`config.mk`:
```
export PLATFORM = sky130hd
export DESIGN_NAME = cpu_program_sequencer
export DESIGN_NICKNAME = d
export VERILOG_FILES = /design/src/rtl/cpu_program_sequencer.sv
export SDC_FILE = /design/constraint.sdc
export NUM_CORES = 1
export LEC_CHECK = 0
export CORE_MARGIN = 2
export CORE_UTILIZATION = 47
export CTS_BUF_LIST = sky130_fd_sc_hd__clkbuf_4
export DETAILED_ROUTE_END_ITERATION = 8
export PLACE_DENSITY = 0.68
export SYNTH_ARGS = -nofsm -noshare
export SYNTH_HDL_FRONTEND = slang
export SYNTH_SLANG_ARGS = --single-unit
```
`constraint.sdc`:
```
create_clock -name clk -period 8 [get_ports clk]
set_input_delay 2.4 -clock clk [delete_from_list [all_inputs] [get_ports clk]]
set_output_delay 2.4 -clock clk [all_outputs]
set_load 0.1 [all_outputs]
```
`src/rtl/cpu_program_sequencer.sv`:
```
// Program store plus issue/settle/capture sequencer feeding the accumulator CPU's IN0.
// Each non-halt word yields one result beat; a held beat stalls the run until it is accepted.
module cpu_program_sequencer #(
  parameter int          DEPTH         = 16,
  parameter int          SETTLE_CYCLES = 2,
  parameter logic [7:0]  HALT_WORD     = 8'hFF
) (
  input  logic                       clk,
  input  logic                       rst_n,
  input  logic                       load_valid,
  output logic                       load_ready,
  input  logic [7:0]                 load_data,
  input  logic                       clear,
  input  logic                       start,
  output logic [7:0]                 instr_out,
  input  logic [7:0]                 cpu_alu,
  input  logic [7:0]                 cpu_acc,
  output logic                       res_valid,
  input  logic                       res_ready,
  output logic [15:0]                res_data,
  output logic [$clog2(DEPTH)-1:0]   res_index,
  output logic                       busy,
  output logic                       done
);

  localparam int AW = $clog2(DEPTH);
  localparam int LW = AW + 1;
  localparam int CW = (SETTLE_CYCLES > 1) ? $clog2(SETTLE_CYCLES) : 1;

  typedef enum logic [2:0] {
    IDLE   = 3'd0,
    ISSUE  = 3'd1,
    SETTLE = 3'd2,
    HOLD   = 3'd3,
    DONE   = 3'd4
  } state_t;

  state_t          state, state_nxt;
  logic [LW-1:0]   len;
  logic [AW-1:0]   pc;
  logic [CW-1:0]   cnt;
  logic [7:0]      mem [DEPTH];
  logic [7:0]      cur_word;
  logic            load_wr;
  logic            start_ok;
  logic            last_word;
  logic            beat_xfer;

  assign load_ready = (state == IDLE) && (len < LW'(DEPTH));
  // clear wins over a same-cycle load, so the word is dropped
  assign load_wr    = load_valid && load_ready && !clear;
  assign start_ok   = (state == IDLE) && start && !clear && (len != '0);
  assign cur_word   = mem[pc];
  assign last_word  = ({1'b0, pc} == (len - LW'(1)));
  assign beat_xfer  = res_valid && res_ready;
  assign busy       = (state != IDLE);
  assign done       = (state == DONE);

  always_ff @(posedge clk) begin
    if (load_wr)
      mem[len[AW-1:0]] <= load_data;
  end

  always_ff @(posedge clk or negedge rst_n) begin
    if (!rst_n) state <= IDLE;
    else        state <= state_nxt;
  end

  always_comb begin
    state_nxt = state;
    case (state)
      IDLE:   if (start_ok) state_nxt = ISSUE;
      ISSUE:  state_nxt = (cur_word == HALT_WORD) ? DONE : SETTLE;
      SETTLE: if (cnt == '0) state_nxt = HOLD;
      HOLD:   if (beat_xfer) state_nxt = last_word ? DONE : ISSUE;
      DONE:   state_nxt = IDLE;
      default: state_nxt = IDLE;
    endcase
  end

  always_ff @(posedge clk or negedge rst_n) begin
    if (!rst_n) begin
      len       <= '0;
      pc        <= '0;
      cnt       <= '0;
      instr_out <= 8'h00;
      res_valid <= 1'b0;
      res_data  <= 16'h0000;
      res_index <= '0;
    end else begin
      case (state)
        IDLE: begin
          if (clear)        len <= '0;
          else if (load_wr) len <= len + LW'(1);
          if (start_ok)     pc  <= '0;
        end
        ISSUE: begin
          // a halt word leaves instr_out at the previous instruction
          if (cur_word != HALT_WORD) begin
            instr_out <= cur_word;
            cnt       <= CW'(SETTLE_CYCLES - 1);
          end
        end
        SETTLE: begin
          if (cnt == '0) begin
            res_data  <= {cpu_acc, cpu_alu};
            res_index <= pc;
            res_valid <= 1'b1;
          end else begin
            cnt <= cnt - CW'(1);
          end
        end
        HOLD: begin
          if (beat_xfer) begin
            res_valid <= 1'b0;
            if (!last_word) pc <= pc + AW'(1);
          end
        end
        default: ;
      endcase
    end
  end

endmodule

```
=== Word level (Yosys, flattened, before mapping) ===
Memories as Yosys holds them, arrays and structs flattened.
Cells that the tools add are included.

* Register bits after elaboration: 42
* Latch bits: 0
* Bits in writable memories: 128
* Memory bits (read-only): 0
* Input port bits: 30
* Output and inout bits: 32
* Logic and storage cells: 69
* Memories: 1

{| class="wikitable"
|+ Memories
! memory !! words !! bits a word !! read ports !! clocked after memory_dff !! write ports !! RTL line !! source
|-
| mem || 16 || 8 || 1 || 0 || 1 || 42 || <nowiki>logic [7:0] mem [DEPTH];</nowiki>
|}

* Add/sub/neg operators: 4
* Multipliers: 0
* Divide/modulo/power cells: 0
* $lt $le $gt $ge: 1
* Eq/ne operators: 12
* Shift-type cells: 0
* Muxes and demuxes: 20
* Bitwise gates (word level): 1
* Reductions and logical operators: 22

{| class="wikitable"
|+ Operators with widths
! kind !! count
|-
| $mux 3 || 5
|-
| $mux 4 || 3
|-
| $pmux 3 s4 || 1
|-
| $mux 5 || 2
|-
| $ne 2x2->1 const B || 5
|-
| $eq 8x8->1 const B || 1
|-
| $ne 8x8->1 const B || 1
|-
| $pmux 4 s2 || 1
|-
| $reduce_and 2->1 || 4
|-
| $reduce_bool 2->1 || 4
|-
| $logic_and 1x1->1 || 7
|-
| $eq 3x2->1 const B || 2
|-
| $mux 1 || 6
|-
| $reduce_and 3->1 || 2
|-
| $add 5x1->5 const B || 1
|-
| $eq 4x5->1 || 1
|-
| $lt 5x5->1 const B || 1
|-
| $reduce_bool 5->1 || 1
|-
| $sub 5x1->5 const B || 1
|-
| $add 4x1->4 const B || 1
|-
| $pmux 1 s2 || 2
|-
| $reduce_and 4->1 || 1
|-
| $eq 3x1->1 const B || 1
|-
| $eq 3x3->1 const B || 1
|-
| 5 further kinds || 5
|}

=== Longest topological paths before layout ===
* Word-level depth: 6
* Depth in mapped cells: 9
* Depth with buffers taken out: 7

=== Worst setup path after synthesis ===
No wires, ideal clock.

* Path type: register to output
* From: register state[0]
* To: output port done
* Arrival time: 2.769 ns
* Required time: 5.600 ns
* Setup slack: 2.831 ns
* Stages on the path, launching flop included: 3
* Path buffers: 1
* Cells stage by stage: dfrtp_1 > clkbuf_1 > nor3b_1

* Longest elaborated chain between the ends: 1

{| class="wikitable"
|+ Ends and longest elaborated chain
! item !! RTL line !! source
|-
| start, declared || 38 || <nowiki>state_t state, state_nxt;</nowiki>
|-
| start signal, assigned || 66 || <nowiki>else state <= state_nxt;</nowiki>
|-
| $eq 3x3->1 || 57 || <nowiki>assign done = (state == DONE);</nowiki>
|-
| end, declared || 23 || <nowiki>output logic done</nowiki>
|}

No other way between the ends.

=== Final worst setup path ===
* From: register state[0]
* To: output port load_ready

* Longest elaborated chain between the ends: 2

{| class="wikitable"
|+ Ends and longest elaborated chain
! item !! RTL line !! source
|-
| $logic_not 3->1 || 49 || <nowiki>assign load_ready = (state == IDLE) && (len < LW'(DEPTH));</nowiki>
|-
| $logic_and 1x1->1 || 49 ||
|-
| end, declared || 11 || <nowiki>output logic load_ready,</nowiki>
|}

No other way between the ends.

==> qor.yml <==
sta:
  slew_violations: 0
  finalWorstSetupSlack_ps: 2720
  fmax_mhz: 189
  finalClockSkew_ps: 25.1
  slew_headroom_pct: 18.5
  timing.final.crit_period_ps: 5280
  hold_violations: 0
  setup_tns_ps: 0
  tightest_slew_ps: 1220
  rsz0062_at_grt: "no"
  setup_viol: 0
  fin_crit_sh_pct: 66.0
clock_tree:
  post_cts_buffers: 0
  ctsResizeCount: 0
  cts_tree: "done"
  htreeDepth: 4
  path_clk_slew_ps: 130
  ctsHoldBuffers: 0
  cts.sinks: 170
  clock_path_buffers: 2
  cts_buffers: 17
  cts_root_buffer: "clkbuf_4"
  insertion_delay_ps: 560
finish:
  synthToLayoutAreaGrowth_pct: 13.9
  n_antenna_cell: 0
  nets: 525
  fin_cells: 686
  fillers: 1163
  design_area_um2: 8020
  drive_above_1_share_pct: 14.3
critical_path:
  crit_slowest_cell: "clkdlybuf4s50_1"
  worst-path-buf-inv: 2
  reg2reg_from: "state[0]"
  cp-start-kind: "register"
  cp.arrival_ps: 2880
  path_cells: "nor3_1 -> inv_2 -> nor2_1 -> clkdlybuf4s50_1"
  crit_path_max_incr_delay_ps: 1130
  cp-startpoint: "state[0]"
  cp_data_required_time_ps: 5600
  cp-end-kind: "primary output"
  crit_fanout: 12
  cp_top_family: "buffers and inverters"
  crit_type: "register to primary output"
job:
  maxCapViolCount: 0
placement:
  port_buffers: 61
  place_area_um2: 7790
  place_inst: 654
  pre_cts_slack_ps: 2560
  gp_congestion: 0.825
  dp.final_hpwl_um: 10500
floorplan:
  initial_utilization_pct: 48.3
  io_pins: 62
  dieWidth_um: 126
  die-area_um2: 16000
  rows: 44
  core_area_um2: 14600
  die_h_um: 126
logic_synthesis:
  synth_cell_types: 50
  synth_top_area_cell: "edfxtp_1"
  synth_top_area_share_pct: 54.6
  synthArstFlopShare_pct: 24.7
  ys.flop_type: "edfxtp_1"
  synth.area.top_cells: "edfxtp_1 55%, dfrtp_1 15%, mux4_2 7.7%"
  syn_area_um2: 7040
  ys_top_cells_by_count: "128 x edfxtp_1, 42 x dfrtp_1, 26 x nor2_1"
  synthesis.nets: 462
  synth_edf_count: 128
  yosysWarningCount: 0
  ys_seq_area_share_pct: 69.5
  ys_seq_elements: 170
  synthCells: 426
  synth.most_common_cell: "edfxtp_1"
  syn_avg_cell_area_um2: 16.5
drt:
  routed_wl_um: 15500
  vias_per_cell: 5.78
  drc: 0
  drt_iter0_drc: 408
  ant_nets: 0
  wl_per_cell_um: 22.5
  vias: 3965
  first_pass_iters: 5
min_path:
  hold_class: "register to register"
  hold_path_startpoint: "pc[0]"
power_and_ir_drop:
  ir_drop_v: 0.000208
  power_density_nw_per_um2: 386
  p_leak_nw: 2.75
  finalPower_mw: 3.09
global_routing:
  grt_pass1_wl_um: 23800
  antenna_found_initial: 0
  grt_pass1_vias: 4037
  grt_start_max_net_pins: 44
  grt_remaining_overflow: 0
  grt_usage_pct: 20.2
outcome:
  status: "complete, no violations"
## final cells by class
cell class	count	area (µm²)	share of cell area [%]
clock buffer	18	135	1.69
clock inverter	14	96.3	1.20
inverter	14	52.6	0.655
multi-input combinational	222	1980	24.7
sequential	170	4900	61.1
tap	184	230	2.87
timing repair buffer	64	628	7.83
## per-layer routing
layer / wire, µm / global-route usage [%] / vias up
li1: - / - / 1789
met1: 6470 / 27.2 / 1979
met2: 7450 / 31.9 / 179
met3: 1230 / 5.78 / 18
met4: 316 / 7.18 / 0
met5: 0 / 0 / -
## worst paths after layout
| kind | end | cells past startpoint | slack [ps] |
|---|---|---|---|
| worst max-delay path | load_ready | 4 | 2720 |
| worst min-delay path | pc[0] | 1 | 490 |
| worst max register to register | mem[3][0] | 5 | 4690 |
| worst min register to register | pc[0] | 1 | 490 |
| max in group asynchronous | pc[0] | 1 | 5390 |
| min in group asynchronous | res_data[8] | 1 | 1960 |
## registers in the layout, summed over array words and instances (netlist names)
register,count
res_valid,1
res_data,16
state,3
res_index,4
cnt,1
instr_out,8
pc,4
mem,128
len,5
## layout by cell type (no fill, tap or decap), types with 4 or more instances in the layout
cell	instances
nand2_1	16
mux4_2	24
a221oi_2	4
a22o_1	4
mux2i_1	18
clkbuf_4	18
ha_1	6
nand3_1	4
nor2_1	26
o21ai_1	4
mux2_1	16
nor3_1	7
a21oi_1	9
inv_1	12
a221oi_1	10
mux2_2	5
clkdlybuf4s50_1	60
o21ai_0	12
a22oi_1	6
dfrtp_1	41
edfxtp_1	128
nand2b_1	6
nor2b_1	6
## stage by stage
step | util (%) | hold WS (ps)
after floorplan | - | 508
after global routing | 55.0 | 510
final | 55.0 | 490
after detailed placement | 53.4 | 476
after CTS | 55.0 | 497
after global placement | 53.4 | 467
## power breakdown
part	internal (mW)	switching (mW)	total [mW]	leakage [nW]
combinational	0.474	1.04	1.51	0.976
clock	0.126	0.294	0.420	0.122
sequential	1.05	0.110	1.16	1.66
total	1.65	1.44	3.09	2.75
## cell families (layout without fill, tap and decap cells)
kind of cell	Yosys count	count (layout)	share of synthesized area [%]
simple gates	82	82	5.92
buf+inv	34	110	2.45
flops	170	170	69.5
fa+ha+maj	6	6	1.07
mux	63	63	13.6
xor+xnor	4	4	0.498
compound gates	67	67	6.98
Note: power is estimated with default switching activity, not from simulation.
